--- config.mk ---
export PLATFORM = sky130hd
export DESIGN_NAME = tank_bullet_ctrl
export DESIGN_NICKNAME = d
export VERILOG_FILES = /design/src/rtl/tank_pkg.sv /design/src/rtl/bullet_slot.sv /design/src/rtl/tank_bullet_ctrl.sv
export SDC_FILE = /design/constraint.sdc
export NUM_CORES = 1
export LEC_CHECK = 0
export BUFFER_PORTS_ARGS = -buffer_cell sky130_fd_sc_hd__buf_2
export CORE_MARGIN = 2
export CORE_UTILIZATION = 55
export CTS_BUF_LIST = sky130_fd_sc_hd__clkbuf_8
export DETAILED_ROUTE_END_ITERATION = 12
export MAX_ROUTING_LAYER = met4
export PLACE_DENSITY = 0.79
export REMOVE_ABC_BUFFERS = 1
export SLEW_MARGIN = 20
export SYNTH_ARGS = -nofsm -noshare
export SYNTH_HDL_FRONTEND = slang
export SYNTH_SLANG_ARGS = --single-unit
--- constraint.sdc ---
create_clock -name Clk -period 5.2 [get_ports Clk]
set_input_delay 0 -clock Clk [delete_from_list [all_inputs] [get_ports Clk]]
set_output_delay 0 -clock Clk [all_outputs]
set_load 0.02 [all_outputs]
--- src/rtl/tank_pkg.sv ---
// rtl/tank_pkg.sv - shared direction type, key codes and screen geometry for the tank controller
package tank_pkg;

  typedef enum logic [1:0] {
    DIR_UP    = 2'd0,
    DIR_RIGHT = 2'd1,
    DIR_DOWN  = 2'd2,
    DIR_LEFT  = 2'd3
  } dir_t;

  localparam logic [7:0] KEY_UP    = 8'h1A;
  localparam logic [7:0] KEY_DOWN  = 8'h16;
  localparam logic [7:0] KEY_LEFT  = 8'h04;
  localparam logic [7:0] KEY_RIGHT = 8'h07;
  localparam logic [7:0] KEY_FIRE  = 8'h58;

  localparam int SCREEN_W = 640;
  localparam int SCREEN_H = 480;

  // Signed working width so a step past the top/left edge goes negative instead of wrapping.
  typedef logic signed [10:0] coord_t;

  function automatic coord_t clamp_coord(input coord_t v, input coord_t hi);
    if (v < 0) return '0;
    if (v > hi) return hi;
    return v;
  endfunction

endpackage

--- src/rtl/bullet_slot.sv ---
// rtl/bullet_slot.sv - one bullet: spawn, per-tick flight, off-screen retire and pixel hit test
module bullet_slot #(
  parameter int BULLET_W    = 4,
  parameter int BULLET_H    = 4,
  parameter int BULLET_STEP = 4,
  parameter int SCREEN_W    = 640,
  parameter int SCREEN_H    = 480
) (
  input  logic           Clk,
  input  logic           Reset,
  input  logic           tick_i,
  input  logic           spawn_i,
  input  logic [9:0]     spawn_x_i,
  input  logic [9:0]     spawn_y_i,
  input  tank_pkg::dir_t spawn_dir_i,
  input  logic [9:0]     draw_x_i,
  input  logic [9:0]     draw_y_i,
  output logic           active_o,
  output logic           hit_o
);
  import tank_pkg::*;

  localparam coord_t X_MAX = coord_t'(SCREEN_W - BULLET_W);
  localparam coord_t Y_MAX = coord_t'(SCREEN_H - BULLET_H);
  localparam coord_t STEP  = coord_t'(BULLET_STEP);

  logic       active_q, active_d;
  logic [9:0] x_q, x_d, y_q, y_d;
  dir_t       dir_q, dir_d;
  coord_t     nx, ny;
  logic       leaving;

  always_comb begin
    nx = $signed({1'b0, x_q});
    ny = $signed({1'b0, y_q});
    case (dir_q)
      DIR_UP:    ny = ny - STEP;
      DIR_DOWN:  ny = ny + STEP;
      DIR_LEFT:  nx = nx - STEP;
      DIR_RIGHT: nx = nx + STEP;
    endcase
    leaving = (nx < 0) || (nx > X_MAX) || (ny < 0) || (ny > Y_MAX);

    active_d = active_q;
    x_d      = x_q;
    y_d      = y_q;
    dir_d    = dir_q;
    // A fresh spawn parks at the muzzle for its spawn tick; flight starts next tick.
    if (tick_i) begin
      if (spawn_i) begin
        active_d = 1'b1;
        x_d      = spawn_x_i;
        y_d      = spawn_y_i;
        dir_d    = spawn_dir_i;
      end else if (active_q) begin
        if (leaving) begin
          active_d = 1'b0;
        end else begin
          x_d = 10'(nx);
          y_d = 10'(ny);
        end
      end
    end
  end

  always_ff @(posedge Clk) begin
    if (Reset) begin
      active_q <= 1'b0;
      x_q      <= '0;
      y_q      <= '0;
      dir_q    <= DIR_UP;
    end else begin
      active_q <= active_d;
      x_q      <= x_d;
      y_q      <= y_d;
      dir_q    <= dir_d;
    end
  end

  assign active_o = active_q;
  assign hit_o    = active_q
                 && ({1'b0, draw_x_i} >= {1'b0, x_q})
                 && ({1'b0, draw_x_i} <= ({1'b0, x_q} + 11'(BULLET_W - 1)))
                 && ({1'b0, draw_y_i} >= {1'b0, y_q})
                 && ({1'b0, draw_y_i} <= ({1'b0, y_q} + 11'(BULLET_H - 1)));

endmodule

--- src/rtl/tank_bullet_ctrl.sv ---
// rtl/tank_bullet_ctrl.sv - tank movement, firing with cooldown, and bullet slot array, stepped once per frame
module tank_bullet_ctrl #(
  parameter int         NUM_BULLETS = 4,
  parameter int         X_START     = 500,
  parameter int         Y_START     = 240,
  parameter int         TANK_W      = 32,
  parameter int         TANK_H      = 32,
  parameter int         BULLET_W    = 4,
  parameter int         BULLET_H    = 4,
  parameter int         TANK_STEP   = 1,
  parameter int         BULLET_STEP = 4,
  parameter int         COOLDOWN    = 15,
  parameter int         SCREEN_W    = tank_pkg::SCREEN_W,
  parameter int         SCREEN_H    = tank_pkg::SCREEN_H,
  parameter logic [7:0] KEY_UP      = tank_pkg::KEY_UP,
  parameter logic [7:0] KEY_DOWN    = tank_pkg::KEY_DOWN,
  parameter logic [7:0] KEY_LEFT    = tank_pkg::KEY_LEFT,
  parameter logic [7:0] KEY_RIGHT   = tank_pkg::KEY_RIGHT,
  parameter logic [7:0] KEY_FIRE    = tank_pkg::KEY_FIRE
) (
  input  logic                   Clk,
  input  logic                   Reset,
  input  logic                   frame_clk,
  input  logic [7:0]             keycode,
  input  logic [9:0]             DrawX,
  input  logic [9:0]             DrawY,
  output logic                   is_tank,
  output logic                   is_bullet,
  output logic [9:0]             tank_x,
  output logic [9:0]             tank_y,
  output tank_pkg::dir_t         tank_dir,
  output logic [NUM_BULLETS-1:0] bullet_active,
  output logic                   fire_pulse
);
  import tank_pkg::*;

  localparam int     CD_W       = (COOLDOWN < 1) ? 1 : $clog2(COOLDOWN + 1);
  localparam coord_t TANK_X_MAX = coord_t'(SCREEN_W - TANK_W);
  localparam coord_t TANK_Y_MAX = coord_t'(SCREEN_H - TANK_H);
  localparam coord_t TSTEP      = coord_t'(TANK_STEP);
  localparam logic [9:0] MUZ_DX    = 10'((TANK_W - BULLET_W) / 2);
  localparam logic [9:0] MUZ_DY    = 10'((TANK_H - BULLET_H) / 2);
  localparam logic [9:0] MUZ_RIGHT = 10'(TANK_W - BULLET_W);
  localparam logic [9:0] MUZ_DOWN  = 10'(TANK_H - BULLET_H);

  logic             frame_q;
  logic             tick_q, tick_d;
  logic [9:0]       tank_x_q, tank_x_d, tank_y_q, tank_y_d;
  dir_t             dir_q, dir_d, dir_mv;
  logic [CD_W-1:0]  cd_q, cd_d;
  logic             fire_pulse_q;
  coord_t           tx_mv, ty_mv;
  logic [9:0]       spawn_x, spawn_y;
  logic             fire_req, free_found, fire;
  logic [NUM_BULLETS-1:0] slot_active, slot_hit, spawn_vec;

  assign tick_d = frame_clk & ~frame_q;

  always_comb begin
    tx_mv  = $signed({1'b0, tank_x_q});
    ty_mv  = $signed({1'b0, tank_y_q});
    dir_mv = dir_q;
    if (keycode == KEY_UP) begin
      dir_mv = DIR_UP;
      ty_mv  = ty_mv - TSTEP;
    end else if (keycode == KEY_DOWN) begin
      dir_mv = DIR_DOWN;
      ty_mv  = ty_mv + TSTEP;
    end else if (keycode == KEY_LEFT) begin
      dir_mv = DIR_LEFT;
      tx_mv  = tx_mv - TSTEP;
    end else if (keycode == KEY_RIGHT) begin
      dir_mv = DIR_RIGHT;
      tx_mv  = tx_mv + TSTEP;
    end

    tank_x_d = tank_x_q;
    tank_y_d = tank_y_q;
    dir_d    = dir_q;
    if (tick_q) begin
      tank_x_d = 10'(clamp_coord(tx_mv, TANK_X_MAX));
      tank_y_d = 10'(clamp_coord(ty_mv, TANK_Y_MAX));
      dir_d    = dir_mv;
    end
  end

  // Muzzle is taken from the position and facing held before this tick's move.
  always_comb begin
    spawn_x = tank_x_q + MUZ_DX;
    spawn_y = tank_y_q;
    case (dir_q)
      DIR_UP: begin
        spawn_x = tank_x_q + MUZ_DX;
        spawn_y = tank_y_q;
      end
      DIR_DOWN: begin
        spawn_x = tank_x_q + MUZ_DX;
        spawn_y = tank_y_q + MUZ_DOWN;
      end
      DIR_LEFT: begin
        spawn_x = tank_x_q;
        spawn_y = tank_y_q + MUZ_DY;
      end
      DIR_RIGHT: begin
        spawn_x = tank_x_q + MUZ_RIGHT;
        spawn_y = tank_y_q + MUZ_DY;
      end
    endcase
  end

  // A slot retiring this tick still reads active, so it cannot be refilled until the next tick.
  always_comb begin
    fire_req   = tick_q && (keycode == KEY_FIRE) && (cd_q == '0);
    free_found = 1'b0;
    spawn_vec  = '0;
    for (int i = 0; i < NUM_BULLETS; i++) begin
      if (!slot_active[i] && !free_found) begin
        free_found   = 1'b1;
        spawn_vec[i] = fire_req;
      end
    end
    fire = fire_req && free_found;

    cd_d = cd_q;
    if (fire) begin
      cd_d = CD_W'(COOLDOWN);
    end else if (tick_q && (cd_q != '0)) begin
      cd_d = cd_q - CD_W'(1);
    end
  end

  always_ff @(posedge Clk) begin
    if (Reset) begin
      frame_q      <= 1'b1;
      tick_q       <= 1'b0;
      tank_x_q     <= 10'(X_START);
      tank_y_q     <= 10'(Y_START);
      dir_q        <= DIR_UP;
      cd_q         <= '0;
      fire_pulse_q <= 1'b0;
    end else begin
      frame_q      <= frame_clk;
      tick_q       <= tick_d;
      tank_x_q     <= tank_x_d;
      tank_y_q     <= tank_y_d;
      dir_q        <= dir_d;
      cd_q         <= cd_d;
      fire_pulse_q <= fire;
    end
  end

  for (genvar i = 0; i < NUM_BULLETS; i++) begin : g_slot
    bullet_slot #(
      .BULLET_W   (BULLET_W),
      .BULLET_H   (BULLET_H),
      .BULLET_STEP(BULLET_STEP),
      .SCREEN_W   (SCREEN_W),
      .SCREEN_H   (SCREEN_H)
    ) u_slot (
      .Clk        (Clk),
      .Reset      (Reset),
      .tick_i     (tick_q),
      .spawn_i    (spawn_vec[i]),
      .spawn_x_i  (spawn_x),
      .spawn_y_i  (spawn_y),
      .spawn_dir_i(dir_q),
      .draw_x_i   (DrawX),
      .draw_y_i   (DrawY),
      .active_o   (slot_active[i]),
      .hit_o      (slot_hit[i])
    );
  end

  assign is_tank = ({1'b0, DrawX} >= {1'b0, tank_x_q})
                && ({1'b0, DrawX} <= ({1'b0, tank_x_q} + 11'(TANK_W - 1)))
                && ({1'b0, DrawY} >= {1'b0, tank_y_q})
                && ({1'b0, DrawY} <= ({1'b0, tank_y_q} + 11'(TANK_H - 1)));

  assign is_bullet     = |slot_hit;
  assign tank_x        = tank_x_q;
  assign tank_y        = tank_y_q;
  assign tank_dir      = dir_q;
  assign bullet_active = slot_active;
  assign fire_pulse    = fire_pulse_q;

endmodule
# [Word-level counts from Yosys, hierarchy flattened]
# Cells that the tools add are included.
[classes] add_sub_neg=35 n_lt_le_gt_ge=40 n_eq_ne=24 mux=84 bitwise=2 n_reduce_logical=68
[op_table] cell="two-way mux 10 bit" count=32
[op_table] cell="one-hot mux 11 bit (2 select lines)" count=8
[op_table] cell="less-or-equal comparator 10 x 11 -> 1 bit" count=10
[op_table] cell="< comparator 11 x 1 -> 1 bit, second input constant" count=10
[op_table] cell="greater-or-equal comparator 10 bit" count=10
[op_table] cell="adder 10 x 2 -> 11 bit, second input constant" count=8
[op_table] cell="adder 10 x 3 -> 11 bit, second input constant" count=8
[op_table] cell="subtractor 10 x 3 -> 11 bit, second input constant" count=8
[op_table] cell="two-way mux 11 bit" count=6
[op_table] cell="one-hot mux 10 bit (3 select lines)" count=2
[op_table] cell="greater-than comparator 11 x 10 -> 1 bit, second input constant" count=5
[op_table] cell="greater-than comparator 11 bit, second input constant" count=5
[op_table] cell="two-way mux 1 bit" count=30
[op_table] cell="logical AND 1 bit" count=26
[op_table] cell="adder 10 x 1 -> 11 bit, second input constant" count=2
[op_table] cell="adder 10 x 5 -> 11 bit, second input constant" count=2
[op_table] cell="subtractor 10 x 1 -> 11 bit, second input constant" count=2
[op_table] cell="adder 10 x 4 -> 10 bit, second input constant" count=2
[op_table] cell="adder 10 x 5 -> 10 bit, second input constant" count=2
[op_table] cell="== test 2 bit, second input constant" count=10
[op_table] cell="== test 8 x 3 -> 1 bit, second input constant" count=2
[op_table] cell="== test 8 x 5 -> 1 bit, second input constant" count=2
[op_table] cell="logical OR 1 bit" count=12
[op_table] cell="AND reduction 3 bit" count=4
[op_table] cell="other kinds (16)" count=45
[totals] reg_bits=121

# [Logic depth before layout (Yosys ltp)]
# Gate-level depths: netlist of run 1.
[depth] depth_word=12 mapped_depth=16

# [Modules after synthesis]
# From an unflattened synthesis of run 1, not the netlist that was laid out.
[hier_totals] cells_unflattened=2213 hier_area_um2=17140.2
[by_module_without_submodules] mod="bullet_slot (g_slot[0].u_slot ...)" n_inst=3 cells_each=430 area_each_um2=3303.2
[by_module_without_submodules] mod="tank_bullet_ctrl" n_inst=1 cells_each=519 area_each_um2=4038.9
[by_module_without_submodules] mod="bullet_slot (g_slot[2].u_slot)" n_inst=1 cells_each=404 area_each_um2=3191.8

# [Worst setup path after synthesis of run 1]
# No wires, ideal clock.
[synth_timing] path_kind="flip-flop to flip-flop" start="reg g_slot[3].u_slot.dir_q[0]" end="reg g_slot[3].u_slot.y_q[4]" setup_ps=74 arrival_time_ps=3603 setup_slack_ps=1523 stages_incl_launch_ff=15 synth_period_minus_slack_ps=3677 cell_sequence="dfxtp_1 > buf_2 > buf_1 > nand2_1 > ha_1 > nor2b_4 > o31a_1 > o2111ai_2 > o211ai_1 > o311a_1 > nor4_4 > nand2_2 > buf_6 > or4_4 > o211ai_2"
[synth_between] elab_chain_len=8 word_cells_on_any_way=18 classes_between="4 x order compare; 4 x eq/ne; 5 x mux; 5 x reduce/logical"
[synth_rtl] element="start: declaration" line="bullet_slot.sv:29" source="dir_t dir_q, dir_d;"
[synth_rtl] element="start signal: assignment" line="bullet_slot.sv:76" source="dir_q <= dir_d;"
[synth_rtl] element="== test 2 x 1 -> 1 bit or == test 2 bit (tied branches)" line="bullet_slot.sv:36" source="case (dir_q)"
[synth_rtl] element="one-hot mux 11 bit (2 select lines)" line="bullet_slot.sv:36"
[synth_rtl] element="< comparator 11 x 1 -> 1 bit or greater-than comparator 11 bit (tied branches)" line="bullet_slot.sv:42" source="leaving = (nx < 0) || (nx > X_MAX) || (ny < 0) || (ny > Y_MAX);"
[synth_rtl] element="logical OR 1 bit (3 in series)" line="bullet_slot.sv:42"
[synth_rtl] element="inequality test 2 x 1 -> 1 bit (no source line)"
[synth_rtl] element="AND reduction 3 bit (no source line)"
[synth_rtl] element="end signal: assignment" line="bullet_slot.sv:75" source="y_q <= y_d;"
[synth_rtl] element="end: declaration" line="bullet_slot.sv:28" source="logic [9:0] x_q, x_d, y_q, y_d;"
# Parallel ways exist; a longest one is shown, timed or not. The select of a mux whose other input is x is not followed.
# A chain may end at the register's enable or synchronous reset.

# [Worst setup path after layout of run 1]
[layout_timing] start="reg g_slot[2].u_slot.dir_q[0]" end="reg g_slot[2].u_slot.x_q[4]"
[layout_between] elab_chain_len=8 word_cells_on_any_way=18 classes_between="4 x order compare; 4 x eq/ne; 5 x mux; 5 x reduce/logical"
[layout_rtl] element="start: declaration" line="bullet_slot.sv:29"
[layout_rtl] element="start signal: assignment" line="bullet_slot.sv:76"
[layout_rtl] element="== test 2 x 1 -> 1 bit or == test 2 bit (tied branches)" line="bullet_slot.sv:36"
[layout_rtl] element="one-hot mux 11 bit (2 select lines)" line="bullet_slot.sv:36"
[layout_rtl] element="< comparator 11 x 1 -> 1 bit or greater-than comparator 11 bit (tied branches)" line="bullet_slot.sv:42"
[layout_rtl] element="logical OR 1 bit (3 in series)" line="bullet_slot.sv:42"
[layout_rtl] element="inequality test 2 x 1 -> 1 bit (no source line)"
[layout_rtl] element="AND reduction 3 bit (no source line)"
[layout_rtl] element="end signal: assignment" line="bullet_slot.sv:69" source="x_q <= '0;"
[layout_rtl] element="end signal: assignment" line="bullet_slot.sv:74" source="x_q <= x_d;"
[layout_rtl] element="end: declaration" line="bullet_slot.sv:28"
# Parallel ways exist; a longest one is shown, timed or not. The select of a mux whose other input is x is not followed.

==> results of run 1 <==
-- synth_stat cells, types with 9 or more instances --
cell type	number	area (sq um)
and2_1	10	62.6
o21a_1	46	345
nand3_1	58	290
a31oi_1	24	150
inv_1	130	488
a21oi_1	136	681
nor3_1	80	400
nand2_1	200	751
xnor2_1	122	1070
o31ai_1	20	150
o21ai_0	132	661
or2_2	10	62.6
o22ai_1	15	93.8
clkbuf_1	61	229
o221ai_1	24	210
a211o_1	12	105
buf_1	9	33.8
nand2b_1	28	175
dfxtp_1	121	2420
nor4_1	27	169
nor3b_1	13	97.6
mux2i_1	31	310
nor2b_1	33	206
buf_2	18	90.1
nand4_1	38	238
o211ai_1	23	173
xor2_1	18	158
ha_1	286	3580
a211oi_1	36	270
a21o_1	29	218
o21ai_1	9	45.0
or3_1	22	138
nor2_1	132	495
or4_1	9	67.6
-- tightest hold or removal path, cell delays in order --
cell	delay (ns)
buf_2	0.13
nor3b_1	0.07
nand2_1	0.08
a21oi_1	0.06
nor2_1	0.10
nor3_1	0.06
-- report_power, final --
part	internal, mW	switching [mW]
combinational	0.140	0.254
sequential	0.929	0.0107
clock	0.533	0.453
total	1.60	0.718
-- routing by layer --
metal / share of wire, % / GRT usage [%]
met1: 42 / 43.5
met2: 44 / 52.5
met5: 0 / -
met4: 4.9 / 16.4
met3: 8.8 / 5.38
-- cell families after synthesis --
family	Yosys count
xor+xnor	140
fa+ha+maj	294
mux	40
buf+inv	232
simple gates	701
compound gates	614
flops	121
-- timing repair --
action	in CTS	in global routing
hold endpoints to repair	17	0
hold buffers	2	0
setup buffers	0	0
setup endpoints to repair	0	0
gates resized for setup	0	0
-- cell type report --
type / count / area share (%)
flip-flops and latches: 121 / 13.9
diodes: 4 / 0.0576
clock buffers: 17 / 1.35
well taps: 390 / 2.81
clock inverters: 15 / 1.23
multi-input cells: 1789 / 75.0
repair buffers: 81 / 2.69
inverters: 137 / 2.96
-- through the flow --
step	hold slack, ns	util (%)	instances	area [sq um]	total power [mW]
4_1_cts	0.0492	58.9	2550	17400	2.31
3_3_place_gp	0.200	57.3	2516	16900	1.33
3_5_place_dp	0.209	57.3	2516	16900	1.34
2_1_floorplan	0.0646	-	2047	15900	1.18
6_report	0.0750	59.0	2554	17400	2.32
5_1_grt	0.132	58.9	2552	17400	2.41
-- path summary, 6_finish.rpt --
check             slack [ns]                                   end  cells after the start                                    from
hold / removal          0.08              tank_dir[1]$_SDFFE_PP0P_                      6                              keycode[5]
hold reg to reg         0.40                     tick_q$_SDFF_PP0_                      1                      frame_q$_SDFF_PP1_
setup reg to reg        0.79  g_slot[2].u_slot.x_q[4]$_SDFFE_PP0P_                     11  g_slot[2].u_slot.dir_q[0]$_SDFFE_PP0P_
setup / recovery        0.79  g_slot[2].u_slot.x_q[4]$_SDFFE_PP0P_                     11  g_slot[2].u_slot.dir_q[0]$_SDFFE_PP0P_
-- sequential cells by signal (all words and copies together) (netlist names) --
name / cells
tank_x: 10
g_slot.u_slot.dir_q: 8
tick_q: 1
tank_dir: 2
g_slot.u_slot.y_q: 40
frame_q: 1
fire_pulse: 1
g_slot.u_slot.x_q: 40
g_slot.u_slot.active_o: 4
tank_y: 10
cd_q: 4
==> metrics.yaml, run 1 <==
port_buffers: 59
grt-ovfl-total: 0
start_util_pct: 55.5
status: "finished clean"
cpMostUsedCell: "o21ai_0"
drc: 0
hold_path_class: "in2reg"
die_y_um: 176
clock_path_buffers: 2
synth_warnings: 0
rsz0062_at_grt: "false"
required_ns: 5.59
vias: 16600
numCtsBuffers: 17
synth_edf_count: 0
fin_nets: 2472
hpwl_mm: 38.1
clock_latency_ns: 0.47
grt_pass1_wl_mm: 82.2
rows: 63
wl_per_cell_um: 20.2
p_leak_nw: 6.57
cp.buffers_inverters: 0
critical_path_arrival_ns: 4.80
fp.dieW_um: 176
irDropWorstVdd_v: 0.000149
synthesis.area_sq_um: 16400
ys_seq_area_share_pct: 14.8
drt_wl_total_mm: 51.7
cts.clk_slew.worst_paths_ns: 0.09
final_hold_viol_count: 0
p_per_area_nw_per_um2: 133
critPathCaptureType: "flip-flop"
finalWorstSetupSlack_ns: 0.790
maxCapViolCount: 0
dieArea_sq_um: 31100
period_share_pct: 84.8
place_congestion: 0.987
dp_worst_setup_slack_ns: 0.877
slew_violations: 0
fin_crit_ns: 4.41
grt_pass1_vias: 15800
mostFrequentLayoutCell: "ha_1"
synth_top_family_by_area: "compound AO/OA/AOI/OAI gates"
io_pins: 60
synth-simple-area-share_pct: 21.5
clock_sinks: 121
max_freq_mhz: 227
drive_gt1_share_pct: 6.99
fillCellCount: 2671
avgSynthCellArea_sq_um: 7.64
crit_fanout: 21
cp-start-kind: "flip-flop"
synth-xor-area-share_pct: 7.50
core_sq_um: 29500
slowest_stage: "dfxtp_1"
drt_iter0_drc: 1541
seqCellArea_sq_um: 2420
async_flop_share_pct: 0
skew_ns: 0.0147
multi_input_area_sq_um: 13000
grt_usage_pct: 34.0
crit_chain: "nand2b_1 > ha_1 > nor2b_1 > o311ai_1 > a21oi_1 > o21ai_0 > or3b_1 > a211oi_2 > and2_1 > mux2_2 > o21ai_0"
synthMuxAreaShare_pct: 2.52
finalSetupTns_ns: 0
slowest_delay_ns: 0.75
ys_ff_latch: 121
synth_cells: 2142
drtPass1Iterations: 5
synth-main-ff-cell: "dfxtp_1"
cts-htree-levels: 4
relSlewSlack_pct: 18.7
viasPerCell: 6.50
synth_cell_types: 92
ant_nets: 0
clockRootBuffer: "clkbuf_8"
grt_start_max_net_pins: 45
layout_common_cells: "ha_1, nand2_1, a21oi_1"
grt_antenna_before_repair: 3
cts_tree: "built"
synth-compound-area-share_pct: 25.1
critPathKind: "reg2reg"
worstMarginPinSlew_ns: 1.22
area_delta_synth_final_pct: 6.27
finalSetupViolCount: 0
synth_fa_ha_area_share_pct: 22.9
crit_family: "simple AND/OR/NAND/NOR gates"
Power figures use the tool's default switching activity.
==> inputs of run 2 (changes only) <==
Clock period 5.2 ns to 4.6 ns, I/O delays scaled along.
==> metrics.yaml, run 2 (synthesis gave the netlist of run 1 again) <==
status: "finished clean"  # unchanged
hpwl_mm: 39.1  # was 38.1 mm
layout_common_cells: "ha_1, nand2_1, a21oi_1"  # unchanged
rows: 63  # unchanged
utilization_pct: 59.1  # was 59.0%
clockRootBuffer: "clkbuf_8"  # unchanged
final-instance-count-excl-fill: 2565  # was 2554
critPathCaptureType: "output port"  # was flip-flop
maxCapViolCount: 0  # unchanged
placed_area_sq_um: 17000  # was 16900 sq um
cts-htree-levels: 4  # unchanged
dieArea_sq_um: 31100  # unchanged
clock_path_buffers: 2  # unchanged
slew_violations: 0  # unchanged
finalWorstSetupSlack_ns: 0.447  # was 0.790 ns
p_per_area_nw_per_um2: 146  # was 133 nW/um^2
drtPass1Iterations: 5  # unchanged
ant_nets: 0  # unchanged
drc: 0  # unchanged
place_congestion: 1.01  # was 0.987
rsz0062_at_grt: "false"  # unchanged
hold_path_class: "in2reg"  # unchanged
grt-ovfl-total: 0  # unchanged
post_cts.repair.setup_buffers: 0  # unchanged
required_ns: 4.60  # was 5.59 ns
drive_gt1_share_pct: 7.50  # was 6.99%
area_delta_synth_final_pct: 6.49  # was 6.27%
drt_iter0_drc: 1446  # was 1541
fp.dieW_um: 176  # unchanged
start_util_pct: 55.5  # unchanged
final_hold_viol_count: 0  # unchanged
crit_fanout: 5  # was 21
clock_sinks: 121  # unchanged
vias: 16800  # was 16600
fillCellCount: 2729  # was 2671
fin_nets: 2484  # was 2472
core_sq_um: 29500  # unchanged
multi_input_area_sq_um: 13000  # about the same
mostFrequentLayoutCell: "ha_1"  # unchanged
seqCellArea_sq_um: 2420  # unchanged
skew_ns: 0.0182  # was 0.0147 ns
viasPerCell: 6.53  # was 6.50
dp_worst_setup_slack_ns: 0.651  # was 0.877 ns
io_pins: 60  # unchanged
grt_pass1_vias: 16100  # was 15800
design_area_sq_um: 17400  # about the same
cp-start-kind: "flip-flop"  # unchanged
finalSetupTns_ns: 0  # unchanged
critical_path_arrival_ns: 4.15  # was 4.80 ns
numPlacedInstances: 2529  # was 2516
grt_start_max_net_pins: 56  # was 45
period_share_pct: 90.3
clock_latency_ns: 0.48  # was 0.47 ns
grt_antenna_before_repair: 2  # was 3
total_power_mw: 2.54  # was 2.32 mW
p_leak_nw: 6.61  # was 6.57 nW
worst_hold_slack_ns: 0.0452  # was 0.0750 ns
irDropWorstVdd_v: 0.000192  # was 0.000149 V
max_freq_mhz: 241
largestRegisters: "g_slot.u_slot.x_q (40), g_slot.u_slot.y_q (40)"  # unchanged
grt_usage_pct: 34.6  # was 34.0%
relSlewSlack_pct: 15.7  # was 18.7%
numCtsBuffers: 17  # unchanged
critPathKind: "reg2out"  # was reg2reg
drt_wl_total_mm: 52.5  # was 51.7 mm
cts_tree: "built"  # unchanged
fin_crit_ns: 4.15
worstMarginPinSlew_ns: 1.26  # was 1.22 ns
die_y_um: 176  # unchanged
grt_pass1_wl_mm: 83.6  # was 82.2 mm
finalSetupViolCount: 0  # unchanged
wl_per_cell_um: 20.4  # was 20.2 um
hold_buffers: 1  # was 2
cts.clk_slew.worst_paths_ns: 0.09  # about the same
cts_repair_resize_count: 0  # unchanged
port_buffers: 59  # unchanged
==> run 2: layer usage <==
| layer | GRT usage, % | routed length (um) | up-vias |
|---|---|---|---|
| met4 | 17.8 | 2900 | 0 |
| li1 | - | - | 7966 |
| met2 | 54.4 | 23100 | 734 |
| met5 | - | 0 | - |
| met3 | 4.89 | 4030 | 177 |
| met1 | 43.3 | 22500 | 7884 |
==> run 2: final cells by class <==
class	instances	share of cell area, %
clock inverter	14	0.912
sequential	121	13.9
clock buffer	18	1.42
inverter	137	2.95
tap	390	2.80
antenna	3	0.0431
multi-input combinational	1789	74.8
timing repair buffer	93	3.19
==> run 2: worst max-delay path, stage by stage, from the launching register on <==
cell	delay, ns
dfxtp_1	0.41
inv_1	0.10
ha_1	0.24
or4_1	0.56
xnor2_1	0.16
ha_1	0.30
a211oi_1	0.26
nand3_1	0.12
a221oi_1	0.30
o221ai_1	0.17
nor4_1	0.28
o21ai_0	0.28
o211ai_1	0.26
buf_2	0.23
==> run 2: final timing paths <==
kind | cells after the start | startpoint | end | slack (ns)
setup / recovery | 13 | g_slot[2].u_slot.x_q[0]$_SDFFE_PP0P_ | is_bullet | 0.45
setup reg to reg | 13 | g_slot[3].u_slot.dir_q[0]$_SDFFE_PP0P_ | g_slot[3].u_slot.x_q[4]$_SDFFE_PP0P_ | 0.57
hold / removal | 2 | Reset | cd_q[3]$_SDFFE_PP0P_ | 0.05
hold reg to reg | 1 | frame_q$_SDFF_PP1_ | tick_q$_SDFF_PP0_ | 0.41
==> run 2: where the power goes <==
part	switching (mW)	internal [mW]
sequential	0.0110	1.05
clock	0.526	0.507
combinational	0.291	0.158
==> inputs of run 3 (changes only) <==
Settings changed: CAP_MARGIN from default to 10, SYNTH_HIERARCHICAL from default to 1.
==> metrics.yaml, run 3 <==
status: "finished clean"  # unchanged
cp-start-kind: "flip-flop"  # unchanged
drt_wl_total_mm: 55.0  # was 52.5 mm
final_hold_viol_count: 0  # unchanged
final-instance-count-excl-fill: 2627  # was 2565
yosysTopAreaCell: "ha_1"  # unchanged
mostFrequentLayoutCell: "ha_1"  # unchanged
fp.dieW_um: 181  # was 176 um
cts.clk_slew.worst_paths_ns: 0.08  # was 0.09 ns
core_sq_um: 30700  # was 29500 sq um
layout_common_cells: "ha_1, nand2_1, a21oi_1"  # unchanged
cts-htree-levels: 4  # unchanged
start_util_pct: 55.9  # was 55.5%
n_antenna_cell: 0  # was 3
slew_violations: 0  # unchanged
grt_start_max_net_pins: 75  # was 56
maxCapViolCount: 0  # unchanged
clock_path_buffers: 2  # unchanged
hold_path_class: "in2reg"  # unchanged
synth_edf_count: 0  # unchanged
post_cts.repair.setup_buffers: 0  # unchanged
grt_usage_pct: 33.9  # was 34.6%
finalSetupTns_ns: 0  # unchanged
crit_family: "compound AO/OA/AOI/OAI gates"  # unchanged
skew_ns: 0.0168  # was 0.0182 ns
fin_nets: 2546  # was 2484
critPathKind: "reg2out"  # unchanged
irDropWorstVdd_v: 0.000159  # was 0.000192 V
design_area_sq_um: 18000  # was 17400 sq um
max_freq_mhz: 227  # was 241 MHz
avgSynthCellArea_sq_um: 7.75  # was 7.64 sq um
dieArea_sq_um: 32600  # was 31100 sq um
clock_latency_ns: 0.47  # was 0.48 ns
grt_pass1_vias: 16400  # was 16100
cp.buffers_inverters: 2  # unchanged
cts_tree: "built"  # unchanged
synth-main-ff-cell: "dfxtp_1"  # unchanged
p_leak_nw: 6.89  # was 6.61 nW
drc: 0  # unchanged
drtPass1Iterations: 6  # was 5
largestRegisters: "g_slot.u_slot/x_q (40), g_slot.u_slot/y_q (40)"  # was g_slot.u_slot.x_q (40), g_slot.u_slot.y_q (40)
slowest_delay_ns: 0.71  # was 0.56 ns
drt_iter0_drc: 1476  # was 1446
io_pins: 60  # unchanged
crit_chain: "inv_1 > ha_1 > nor3_1 > xnor2_1 > ha_1 > nand4_1 > o21ai_0 > o211a_1 > a2111oi_0 > a311oi_1 > a2111oi_1 > or4_1 > buf_2"  # was inv_1 > ha_1 > or4_1 > xnor2_1 > ha_1 > a211oi_1 > nand3_1 > a221oi_1 > o221ai_1 > nor4_1 > o21ai_0 > o211ai_1 > buf_2
ys_ff_latch: 121  # unchanged
grt_pass1_wl_mm: 87.7  # was 83.6 mm
critical_path_arrival_ns: 4.40  # was 4.15 ns
viasPerCell: 6.70  # was 6.53
synth_top_area_share_pct: 21.0  # was 21.9%
place_congestion: 0.981  # was 1.01
p_per_area_nw_per_um2: 145  # was 146 nW/um^2
numPlacedInstances: 2595  # was 2529
rsz0062_at_grt: "false"  # unchanged
synth_cell_types: 97  # was 92
utilization_pct: 58.8  # was 59.1%
synth_warnings: 6  # was 0
hpwl_mm: 40.7  # was 39.1 mm
placed_area_sq_um: 17600  # was 17000 sq um
grt_antenna_before_repair: 0  # was 2
clock_sinks: 121  # unchanged
finalSetupViolCount: 0  # unchanged
critPathCaptureType: "output port"  # unchanged
rows: 64  # was 63
slowest_stage: "a2111oi_1"  # was or4_1
required_ns: 4.60  # about the same
port_buffers: 59  # unchanged
synth_commonest_cells: "ha_1, nand2_1, a21oi_1, inv_1"  # was ha_1, nand2_1, a21oi_1, nor2_1, o21ai_0
period_share_pct: 95.6  # was 90.3%
ys_seq_area_share_pct: 14.1  # was 14.8%
vias: 17600  # was 16800
worstMarginPinSlew_ns: 1.28  # was 1.26 ns
fin_crit_ns: 4.40  # was 4.15 ns
crit_fanout: 4  # was 5
relSlewSlack_pct: 14.2  # was 15.7%
drive_gt1_share_pct: 7.66  # was 7.50%
numCtsBuffers: 17  # unchanged
synth.most_common_cell: "ha_1"  # unchanged
die_y_um: 181  # was 176 um
grt-ovfl-total: 0  # unchanged
cpMostUsedCell: "ha_1"  # unchanged
synth_cells: 2213  # was 2142
area_delta_synth_final_pct: 5.18  # was 6.49%
clockRootBuffer: "clkbuf_8"  # unchanged
async_flop_share_pct: 0  # unchanged
wl_per_cell_um: 20.9  # was 20.4 um
synth_area_leaders: "ha_1, dfxtp_1, xnor2_1, a21oi_1, nand2_1"  # was ha_1, dfxtp_1, xnor2_1, nand2_1, a21oi_1
synthesis.area_sq_um: 17100  # was 16400 sq um
ant_nets: 0  # unchanged
-- run 3: through the flow --
| stage | hold slack (ns) | power (mW) | worst slack (ns) |
|---|---|---|---|
| final | 0.0926 | 2.62 | 0.204 |
| after detailed placement | 0.232 | 1.55 | 0.723 |
| after global placement | 0.231 | 1.53 | 0.749 |
| after global routing | 0.117 | 2.72 | 0.00166 |
| after floorplan | 0.0662 | 1.35 | -0.468 |
| after CTS | 0.0760 | 2.61 | 0.208 |
-- run 3: cell families after synthesis --
family / synth area share [%]
XOR/XNOR: 6.95
AND/OR/NAND/NOR: 21.5
multiplexers: 1.89
adder cells (fa/ha/maj): 22.0
flip-flops: 14.1
buffers and inverters: 6.59
AO/OA/AOI/OAI: 27.0
-- run 3: final cells by class --
cell class              instances  area [sq um]
clock buffers                  19           262
clock inverters                12           160
well taps                     396           495
inverters                     143           537
fillers                      2791         12600
multi-input cells            1845         13600
flip-flops and latches        121          2420
repair buffers                 91           541
-- run 3: repair_timing --
item                       in CTS  in global routing
hold endpoints to repair        2                  0
setup endpoints to repair       0                  2
resized for setup               0                  2
hold buffers                    1                  0
-- run 3: worst register-to-register path, cell delays in order, from the launching register on --
cell and delay, ns:
dfxtp_1 0.36, buf_4 0.29, nand2b_1 0.30, ha_1 0.43
and3_1 0.22, a2111oi_1 0.45, xor2_1 0.27, mux2i_1 0.15
a31oi_1 0.33, a21bo_2 0.44, nand2_2 0.22, o31ai_1 0.39
-- run 3: layer usage --
metal | GRT usage, % | wire length (um) | vias to the layer above
met4 | 16.6 | 3150 | 0
met5 | - | 0 | -
met1 | 43.7 | 22900 | 8189
met2 | 52.0 | 23900 | 885
li1 | - | - | 8313
met3 | 4.99 | 5090 | 208
-- run 3: power breakdown --
group | internal [mW] | switching, mW | total (mW)
Sequential | 1.05 | 0.0133 | 1.06
Clock | 0.606 | 0.472 | 1.08
Combinational | 0.175 | 0.305 | 0.480
-- run 3: path summary, 6_finish.rpt --
kind / startpoint / end / slack [ns] / cells past startpoint
worst max-delay path: g_slot[2].u_slot/y_q[0]$_SDFFE_PP0P_ / is_bullet / 0.20 / 13
worst min-delay path: Reset / cd_q[1]$_SDFFE_PP0P_ / 0.09 / 2
worst max register to register: g_slot[2].u_slot/dir_q[0]$_SDFFE_PP0P_ / g_slot[2].u_slot/y_q[5]$_SDFFE_PP0P_ / 0.66 / 11
worst min register to register: frame_q$_SDFF_PP1_ / tick_q$_SDFF_PP0_ / 0.39 / 1
